<file path="config.mk">
export PLATFORM = sky130hd
export DESIGN_NAME = junction_ctrl_flat
export DESIGN_NICKNAME = d
export VERILOG_FILES = /design/src/rtl/tlight_pkg.sv /design/src/rtl/junction_ctrl_if.sv /design/src/rtl/phase_timer.sv /design/src/rtl/junction_ctrl.sv /design/src/flat_wrapper.sv
export SDC_FILE = /design/constraint.sdc
export NUM_CORES = 1
export LEC_CHECK = 0
export CAP_MARGIN = 20
export CORE_UTILIZATION = 45
export DETAILED_ROUTE_END_ITERATION = 8
export PLACE_DENSITY = 0.71
export SETUP_SLACK_MARGIN = 0.3
export SLEW_MARGIN = 5
export SYNTH_ARGS = -nofsm -noshare
export SYNTH_HDL_FRONTEND = slang
export SYNTH_SLANG_ARGS = --single-unit
</file>
<file path="constraint.sdc">
create_clock -name clk -period 6.1 [get_ports clk]
set_input_delay 1.83 -clock clk [delete_from_list [all_inputs] [get_ports clk]]
set_output_delay 1.83 -clock clk [all_outputs]
set_load 0.005 [all_outputs]
</file>
<file path="src/rtl/tlight_pkg.sv">
// tlight_pkg: shared state/road encodings, default dwell times and lamp decode for the junction sequencer
package tlight_pkg;
  typedef enum logic [3:0] {
    NS_RA = 4'd0,
    NS_G  = 4'd1,
    NS_A  = 4'd2,
    CLR_A = 4'd3,
    EW_RA = 4'd4,
    EW_G  = 4'd5,
    EW_A  = 4'd6,
    CLR_B = 4'd7,
    WALK  = 4'd8,
    CLR_W = 4'd9
  } state_t;
  typedef enum logic {NS = 1'b0, EW = 1'b1} road_t;
  typedef struct packed {
    logic ns_r;
    logic ns_a;
    logic ns_g;
    logic ew_r;
    logic ew_a;
    logic ew_g;
    logic walk;
  } lamps_t;
  localparam int CNT_W_DEF = 8;
  localparam int GREEN_DEF = 8;
  localparam int AMBER_DEF = 3;
  localparam int RA_DEF    = 2;
  localparam int CLR_DEF   = 2;
  localparam int WALK_DEF  = 5;
  function automatic lamps_t lamps_of(state_t s);
    lamps_t l;
    l = 7'b1001000;
    case (s)
      NS_RA:   l = 7'b1101000;
      NS_G:    l = 7'b0011000;
      NS_A:    l = 7'b0101000;
      EW_RA:   l = 7'b1001100;
      EW_G:    l = 7'b1000010;
      EW_A:    l = 7'b1000100;
      WALK:    l = 7'b1001001;
      default: l = 7'b1001000;
    endcase
    return l;
  endfunction
endpackage

</file>
<file path="src/rtl/junction_ctrl_if.sv">
// junction_ctrl_if: pedestrian request in, lamp drives and debug phase out
interface junction_ctrl_if;
  logic       ped_req;
  logic       ns_r, ns_a, ns_g;
  logic       ew_r, ew_a, ew_g;
  logic       walk;
  logic       ped_wait;
  logic [3:0] phase;
  modport slave (input ped_req, output ns_r, ns_a, ns_g, ew_r, ew_a, ew_g, walk, ped_wait, phase);
  modport master (output ped_req, input ns_r, ns_a, ns_g, ew_r, ew_a, ew_g, walk, ped_wait, phase);
endinterface

</file>
<file path="src/rtl/phase_timer.sv">
// phase_timer: loadable down-counter flagging the last cycle of a phase
module phase_timer #(
  parameter int CNT_W = 8
) (
  input  logic             clk,
  input  logic             load,
  input  logic [CNT_W-1:0] load_val,
  input  logic             en,
  output logic             done
);
  logic [CNT_W-1:0] count_q, count_d;
  // reload has priority over counting down
  always_comb count_d = load ? load_val : en ? count_q - CNT_W'(1) : count_q;
  // counter register; reset arrives as a load from the controller
  always_ff @(posedge clk) count_q <= count_d;
  assign done = count_q == '0;
endmodule

</file>
<file path="src/rtl/junction_ctrl.sv">
// junction_ctrl: timed two-road UK light sequencer with all-red clearance and pedestrian WALK insertion
module junction_ctrl
  import tlight_pkg::*;
#(
  parameter int CNT_W     = CNT_W_DEF,
  parameter int GREEN_CYC = GREEN_DEF,
  parameter int AMBER_CYC = AMBER_DEF,
  parameter int RA_CYC    = RA_DEF,
  parameter int CLR_CYC   = CLR_DEF,
  parameter int WALK_CYC  = WALK_DEF
) (
  input logic           clk,
  input logic           rst,
  junction_ctrl_if.slave bus
);
  localparam int MAXD = 1 << CNT_W;
  if (GREEN_CYC < 1 || GREEN_CYC > MAXD || AMBER_CYC < 1 || AMBER_CYC > MAXD ||
      RA_CYC < 1 || RA_CYC > MAXD || CLR_CYC < 1 || CLR_CYC > MAXD ||
      WALK_CYC < 1 || WALK_CYC > MAXD) begin : g_bad_dwell
    $error("junction_ctrl: dwell parameter outside 1..2**CNT_W");
  end
  localparam logic [CNT_W-1:0] G_L = CNT_W'(GREEN_CYC - 1);
  localparam logic [CNT_W-1:0] A_L = CNT_W'(AMBER_CYC - 1);
  localparam logic [CNT_W-1:0] R_L = CNT_W'(RA_CYC - 1);
  localparam logic [CNT_W-1:0] C_L = CNT_W'(CLR_CYC - 1);
  localparam logic [CNT_W-1:0] W_L = CNT_W'(WALK_CYC - 1);
  logic [3:0]       state_q, state_d, nxt;
  logic             pending_q, pending_d;
  road_t            next_road_q, next_road_d;
  logic             done, illegal, take_walk, load;
  logic [CNT_W-1:0] load_val;
  lamps_t           lamps;
  function automatic logic [CNT_W-1:0] dwell_m1(input logic [3:0] s);
    return (s == NS_G || s == EW_G) ? G_L :
           (s == NS_A || s == EW_A) ? A_L :
           (s == NS_RA || s == EW_RA) ? R_L :
           (s == WALK) ? W_L : C_L;
  endfunction
  phase_timer #(.CNT_W(CNT_W)) u_timer (
    .clk(clk), .load(load), .load_val(load_val), .en(!done), .done(done)
  );
  // successor state, pedestrian insertion and timer reload
  always_comb begin
    illegal   = state_q > CLR_W;
    take_walk = (state_q == CLR_A || state_q == CLR_B) && (pending_q || bus.ped_req);
    nxt = CLR_B;
    case (state_q)
      NS_RA:   nxt = NS_G;
      NS_G:    nxt = NS_A;
      NS_A:    nxt = CLR_A;
      CLR_A:   nxt = take_walk ? WALK : EW_RA;
      EW_RA:   nxt = EW_G;
      EW_G:    nxt = EW_A;
      EW_A:    nxt = CLR_B;
      CLR_B:   nxt = take_walk ? WALK : NS_RA;
      WALK:    nxt = CLR_W;
      CLR_W:   nxt = next_road_q == NS ? NS_RA : EW_RA;
      default: nxt = CLR_B;
    endcase
    state_d     = illegal ? CLR_B : done ? nxt : state_q;
    pending_d   = (done && take_walk) ? 1'b0 : pending_q | (bus.ped_req && state_q != WALK);
    next_road_d = (done && take_walk) ? (state_q == CLR_A ? EW : NS) : next_road_q;
    load        = rst || illegal || done;
    load_val    = (rst || illegal) ? C_L : dwell_m1(nxt);
  end
  // state, request latch and resume road
  always_ff @(posedge clk) begin
    if (rst) begin
      state_q     <= CLR_B;
      pending_q   <= 1'b0;
      next_road_q <= NS;
    end else begin
      state_q     <= state_d;
      pending_q   <= pending_d;
      next_road_q <= next_road_d;
    end
  end
  assign lamps        = lamps_of(state_t'(state_q));
  assign bus.ns_r     = lamps.ns_r;
  assign bus.ns_a     = lamps.ns_a;
  assign bus.ns_g     = lamps.ns_g;
  assign bus.ew_r     = lamps.ew_r;
  assign bus.ew_a     = lamps.ew_a;
  assign bus.ew_g     = lamps.ew_g;
  assign bus.walk     = lamps.walk;
  assign bus.ped_wait = pending_q;
  assign bus.phase    = state_q;
endmodule

</file>
<file path="src/flat_wrapper.sv">
// flat-port wrapper written by rule: the top's interface ports become plain ports
module junction_ctrl_flat import tlight_pkg::*;
#(
  parameter int CNT_W     = CNT_W_DEF,
  parameter int GREEN_CYC = GREEN_DEF,
  parameter int AMBER_CYC = AMBER_DEF,
  parameter int RA_CYC    = RA_DEF,
  parameter int CLR_CYC   = CLR_DEF,
  parameter int WALK_CYC  = WALK_DEF
)
  (clk, rst, bus_ped_req, bus_ns_r, bus_ns_a, bus_ns_g, bus_ew_r, bus_ew_a, bus_ew_g, bus_walk, bus_ped_wait, bus_phase);
  junction_ctrl_if bus_i ();
  input logic clk;
  input logic rst;
  input wire logic [$bits(bus_i.ped_req)-1:0] bus_ped_req;
  output wire logic [$bits(bus_i.ns_r)-1:0] bus_ns_r;
  output wire logic [$bits(bus_i.ns_a)-1:0] bus_ns_a;
  output wire logic [$bits(bus_i.ns_g)-1:0] bus_ns_g;
  output wire logic [$bits(bus_i.ew_r)-1:0] bus_ew_r;
  output wire logic [$bits(bus_i.ew_a)-1:0] bus_ew_a;
  output wire logic [$bits(bus_i.ew_g)-1:0] bus_ew_g;
  output wire logic [$bits(bus_i.walk)-1:0] bus_walk;
  output wire logic [$bits(bus_i.ped_wait)-1:0] bus_ped_wait;
  output wire logic [$bits(bus_i.phase)-1:0] bus_phase;
  assign bus_i.ped_req = bus_ped_req;
  assign bus_ns_r = bus_i.ns_r;
  assign bus_ns_a = bus_i.ns_a;
  assign bus_ns_g = bus_i.ns_g;
  assign bus_ew_r = bus_i.ew_r;
  assign bus_ew_a = bus_i.ew_a;
  assign bus_ew_g = bus_i.ew_g;
  assign bus_walk = bus_i.walk;
  assign bus_ped_wait = bus_i.ped_wait;
  assign bus_phase = bus_i.phase;
  junction_ctrl #(.CNT_W(CNT_W), .GREEN_CYC(GREEN_CYC), .AMBER_CYC(AMBER_CYC), .RA_CYC(RA_CYC), .CLR_CYC(CLR_CYC), .WALK_CYC(WALK_CYC)) u_core (.clk(clk), .rst(rst), .bus(bus_i));
endmodule
</file>
### After elaboration in Yosys (flattened, before gate mapping)

Cells that the tools add are included.

| storage, ports and cells | value |
|---|---|
| bits in registers | 14 |
| input bits | 3 |
| output and inout bits | 12 |
| logic and storage cells | 52 |

| operators by class | value |
|---|---|
| $add $sub $neg | 1 |
| $lt $le $gt $ge | 1 |
| equal/unequal tests | 17 |
| mux-type cells | 13 |
| bitwise logic cells | 1 |
| reduce and logical (&&, ||, !) cells | 15 |

Operators with widths:

| cell | number |
|---|---|
| $pmux 7 s7 | 1 |
| $mux 8 | 6 |
| $pmux 4 s9 | 1 |
| $eq 4x3->1 const B | 7 |
| $eq 4x2->1 const B | 3 |
| $eq 4x4->1 const B | 3 |
| $eq 4x1->1 const B | 2 |
| $logic_not 4->1 | 2 |
| $logic_not 8->1 | 1 |
| $mux 4 | 2 |
| $sub 8x1->8 const B | 1 |
| $logic_or 1x1->1 | 7 |
| $mux 3 | 2 |
| $gt 4x4->1 const B | 1 |
| $ne 4x4->1 const B | 1 |
| $reduce_or 2->1 | 2 |
| $logic_and 1x1->1 | 3 |
| $ne 2x2->1 const B | 1 |
| $mux 1 | 1 |
| $or 1x1->1 | 1 |

### Longest topological paths before layout

Gate-level depths: netlist (run 1).

| logic depth | value |
|---|---|
| depth in word-level cells | 12 |
| depth in mapped cells | 6 |
| mapped depth without buffers | 6 |

### Modules after synthesis

From an unflattened synthesis (run 1), not the netlist that was laid out.

| unflattened totals | value |
|---|---|
| cell total of the unflattened synthesis | 100 |
| area, all modules | 877.1 um2 |

By module, submodules not included:

| module | instances | cells each | area each (um2) | seq. area each (um2) |
|---|---|---|---|---|
| phase_timer | 1 | 46 | 476.7 | 240.2 |
| junction_ctrl | 1 | 54 | 400.4 | 120.1 |

### Worst setup path after synthesis (run 1)

Ideal clock, no wire load.

| timing path | value |
|---|---|
| kind | flip-flop to output port |
| start | register u_core.state_q[0] (netlist: u_core.bus.phase[0]) |
| end | output port bus_ns_g |
| arrival time | 1124 ps |
| data required time | 4270 ps |
| setup slack | 3146 ps |
| stages on the path, launching flop included | 4 |
| path buffers | 1 |
| cells stage by stage | dfxtp_1 > clkbuf_1 > nor2b_1 > nor3b_1 |

| on the way | value |
|---|---|
| cells in the longest elaborated chain, start to end | 2 |
| elaborated cells between the ends (all ways) | 8 |
| those cells by class | eq/ne (6); mux (1); reduce/logical (1) |

Ends and longest elaborated chain:

| what | line | RTL |
|---|---|---|
| start: declaration | junction_ctrl.sv:27 | `logic [3:0] state_q, state_d, nxt;` |
| start signal: assignment | junction_ctrl.sv:73 | `state_q <= state_d;` |
| $eq 4x4->1 (tied with other cells) | tlight_pkg.sv:34 | `case (s)` |
| $pmux 7 s7 * | tlight_pkg.sv:34 |  |
| end: declaration | flat_wrapper.sv:18 | `output wire logic [$bits(bus_i.ns_g)-1:0] bus_ns_g;` |

Every way passes the cells marked *; elsewhere a longest branch is shown, timed or not.

### Worst setup path in the final report (run 1)

| timing path | value |
|---|---|
| start | register u_core.state_q[3] (netlist: u_core.bus.phase[3]) |
| end | output port bus_walk |

| on the way | value |
|---|---|
| cells in the longest elaborated chain, start to end | 2 |
| elaborated cells between the ends (all ways) | 8 |
| those cells by class | eq/ne (6); mux (1); reduce/logical (1) |

Ends and longest elaborated chain:

| what | line | RTL |
|---|---|---|
| $eq 4x4->1 (tied with other cells) | tlight_pkg.sv:34 |  |
| $pmux 7 s7 * | tlight_pkg.sv:34 |  |
| end: declaration | flat_wrapper.sv:22 | `output wire logic [$bits(bus_i.walk)-1:0] bus_walk;` |

Marked as above.

==> results of run 1 <==
-- routing by layer --
| layer | track usage | routed length [microns] |
|---|---|---|
| met5 | 0 | 0 |
| met4 | 0.0727 | 6 |
| met3 | 0.0360 | 91 |
| met2 | 0.249 | 759 |
| met1 | 0.279 | 875 |
-- cell families after synthesis --
logic type / after synthesis
adders and majority gates: 1
DFF: 14
buffers and inverters: 9
AOI/OAI and AO/OA: 16
xor gates and xnor gates: 8
and+or+nand+nor: 41
other: 1
-- cell type report --
class	instances	area (sq um)	share of cell area
tap	25	31.3	0.0297
inverter	5	18.8	0.0178
multi-input combinational	74	477	0.452
clock inverter	1	3.75	0.00356
timing repair buffer	14	140	0.133
clock buffer	3	22.5	0.0214
sequential	14	360	0.342
-- final timing paths --
check,start,end,depth (start not counted)
setup / recovery,u_core.bus.phase[3],bus_walk,2
hold / removal,u_core.next_road_q,u_core.next_road_q,2
setup reg to reg,u_core.u_timer.count_q[3],u_core.u_timer.count_q[1],4
hold reg to reg,u_core.next_road_q,u_core.next_road_q,2
-- sequential cells by signal, summed over array words and instances, names as in the netlist --
name	cells
u_core.bus.ped_wait	1
u_core.bus.phase	4
u_core.next_road_q	1
u_core.u_timer.count_q	8
-- cell usage in the layout (no fill, tap or decap), drive strengths merged, types with 4 or more instances in the layout --
| master | Yosys | final |
|---|---|---|
| nand2 | 5 | 5 |
| conb | 1 | 8 |
| edfxtp | 8 | 8 |
| xnor2 | 6 | 6 |
| clkdlybuf4s50 | 0 | 14 |
| inv | 5 | 5 |
| nand3 | 4 | 4 |
| nor2 | 11 | 11 |
| dfxtp | 6 | 6 |
-- stage by stage --
stage	hold WS (ns)	worst slack, ns	instances	power [W]	area [sq um]
floorplan	0.453	3.15	97	0.000130	871
global placement	0.487	2.64	132	0.000138	1030
detailed placement	0.496	2.53	132	0.000138	1030
CTS	0.509	2.24	136	0.000194	1050
global route	0.557	2.12	136	0.000201	1050
finish	0.510	2.25	136	0.000193	1050
-- power groups by stage --
stage | combinational, W | sequential, W | clock, W
finish | 0.0000249 | 0.000112 | 0.0000567
CTS | 0.0000249 | 0.000112 | 0.0000578
global route | 0.0000273 | 0.000112 | 0.0000613
detailed placement | 0.0000247 | 0.000114 | 0
global placement | 0.0000243 | 0.000113 | 0
floorplan | 0.0000183 | 0.000112 | 0
-- worst max-delay path, stage by stage (launching register included) --
cell and delay (ns):
sky130_fd_sc_hd__dfxtp_1 0.64, sky130_fd_sc_hd__nor4b_1 0.49, sky130_fd_sc_hd__clkdlybuf4s50_1 0.60
==> impl_summary.log, run 1 <==
INFO  metric seqPwrFrac = 0.578
INFO  metric grt_setup_unrepaired = no
INFO  metric boundaryPins = 15
INFO  metric drt_pass1_iterations = 4
INFO  metric synth_top_family_by_area = simple AND/OR/NAND/NOR gates
INFO  metric worst_slew_margin_relative_to_its_limit = 0.662
INFO  metric die_area = 2050 sq um
INFO  metric synth.most_common_cell = sky130_fd_sc_hd__nor2_1
INFO  metric synth.top_cells.by_area = sky130_fd_sc_hd__edfxtp_1 (28%), sky130_fd_sc_hd__dfxtp_1 (14%), sky130_fd_sc_hd__xnor2_1 (6.2%)
INFO  metric grt_overflow_total = 0
INFO  metric grt_antenna_before_repair = 0
INFO  metric p_switching = 0.0000515 W
INFO  metric max_cap_viols = 0
INFO  metric drtAntennaViolNets = 0
INFO  metric post_drt_wl_per_cell = 12.7 microns
INFO  metric diodes = 0
INFO  metric holdCritPathClass = reg2reg
INFO  metric synth_area = 845 sq um
INFO  metric intPower = 0.000142 W
INFO  metric path_clk_slew = 0.10 ns
INFO  metric synth-warning-count = 0
INFO  metric drive_gt1_frac = 0.0811
INFO  metric cp_data_required_time = 4.27 ns
INFO  metric final_routed_wirelength_across_all_metal_layers = 1.73 mm
INFO  metric grt.total_usage = 0.183
INFO  metric combPwrFrac = 0.129
INFO  metric count_of_routing_violations_after_the_opening_detailed_route_iteration = 22
INFO  metric edff_count_synth = 8
INFO  metric clock-skew-final = 0.00589 ns
INFO  metric cts_tree = yes
INFO  metric tns = 0 ns
INFO  metric netlist-cell-type-count = 34
INFO  metric setup.reg_to_reg.worst_slack = 4.03 ns
INFO  metric finalCritPeriodShare = 0.631
INFO  metric worstSetupStartpointType = flip-flop
INFO  metric final_setup_vio_count = 0
INFO  metric vias_per_cell = 5.21
INFO  metric final.fill_count = 158
INFO  metric placement_rows = 15
INFO  metric worst_ir_drop_vdd = 0.125 mV
INFO  metric final_net_count = 116
INFO  metric via_count = 709
INFO  metric post_synth_mux_area_share = 0
INFO  metric via_count_of_the_first_global_routing_pass = 603
INFO  metric timing.critical_path.to_type = primary output
INFO  metric synthXorXnorAreaFrac = 0.0830
INFO  metric pwr_cell_area = 184 nW/um^2
INFO  metric die_w = 45.3 microns
INFO  metric max_clock_freq = 260 MHz
INFO  metric core-area = 1750 sq um
INFO  metric clkPwrFrac = 0.293
INFO  metric basic_gate_share_of_the_synthesized_area_counting_and_or_nand_and_nor_cells = 0.295
INFO  metric cts_hold_buf = 0
INFO  metric post_cts_repair_resize_count = 0
INFO  metric period_needed = 3.85 ns
INFO  metric cp_data_arrival_time = 2.02 ns
INFO  metric ys_top_cells_by_count = sky130_fd_sc_hd__nor2_1 (11), sky130_fd_sc_hd__edfxtp_1 (8), sky130_fd_sc_hd__dfxtp_1 (6), sky130_fd_sc_hd__xnor2_1 (6), sky130_fd_sc_hd__inv_1 (5)
INFO  metric die_h = 45.3 microns
INFO  metric p_leak = 0.381 nW
INFO  metric clock_tree.buffer_depth = 2
INFO  metric tritoncts.num_buffers = 3
INFO  metric cts_setup_buffers = 0
INFO  metric post-synth-top-area-cell = sky130_fd_sc_hd__edfxtp_1
INFO  metric synth_sequential_area_ratio = 0.427
INFO  metric synth_register_bits = 14
INFO  metric first_pass_grt_wire_length = 2.71 mm
INFO  metric yosys.area.top_type_share = 0.284
INFO  metric htreeDepth = 1
INFO  metric grt_max_degree = 17
INFO  metric postSynthAreaPerCell = 9.38 sq um
INFO  metric compound_gate_portion_of_the_synthesized_area = 0.136
INFO  metric initial_util = 0.484
INFO  metric run_status = finished clean
INFO  metric area_growth_from_synthesis_to_layout = 24.7%
INFO  metric synth_area_in_adders = 0.0148
INFO  metric prevailing_post_synth_register_cell = sky130_fd_sc_hd__edfxtp_1
INFO  metric utilization = 0.604
INFO  metric place.port_buffers = 14
INFO  metric synthCells = 90
INFO  metric number_of_pins_with_negative_max_slew_slack_in_the_final_report = 0
INFO  metric cts_sinks = 14
INFO  metric clk_root_buffer_cell = sky130_fd_sc_hd__clkbuf_4
INFO  metric switching_share = 0.266
INFO  metric worstMarginPinSlew = 0.499 ns
INFO  metric category_of_the_critical_setup_timing_path = reg2out
INFO  metric detail_route.drc_violations = 0
INFO  metric postSynth.asyncResetShare = 0
INFO  metric gp_routability_congestion = 0.768
INFO  metric hold_viol_final = 0
INFO  metric clock_insertion_delay_worst_skew = 0.28 ns
INFO  metric detailedPlacementHpwl = 1.22 mm
INFO  metric cp_max_fo = 16
Power figures use the tool's default switching activity.
==> run 2, diff against run 1 <==
Clock period 6.1 ns to 3.63 ns, I/O delays scaled along.
==> results of run 2 <==
Same layout as run 1 (identical final DEF). Status: finished clean.
Main changes from that run: setup slack after placement 2.53 ns -> 0.806 ns; setup slack after layout 2.25 ns -> 0.525 ns; register-to-register setup slack 4.03 ns -> 1.56 ns; total power 0.000193 W -> 0.000325 W; worst IR drop on VDD 0.125 mV -> 0.210 mV
==> run 3, diff against run 2 <==
Clock period 3.63 ns to 3.8 ns, I/O delays scaled along.
==> results of run 3 <==
Same layout as run 1 (identical final DEF). Status: finished clean.
Main changes from that run: setup slack after placement 2.53 ns -> 0.925 ns; setup slack after layout 2.25 ns -> 0.644 ns; register-to-register setup slack 4.03 ns -> 1.73 ns; total power 0.000193 W -> 0.000311 W; worst IR drop on VDD 0.125 mV -> 0.201 mV
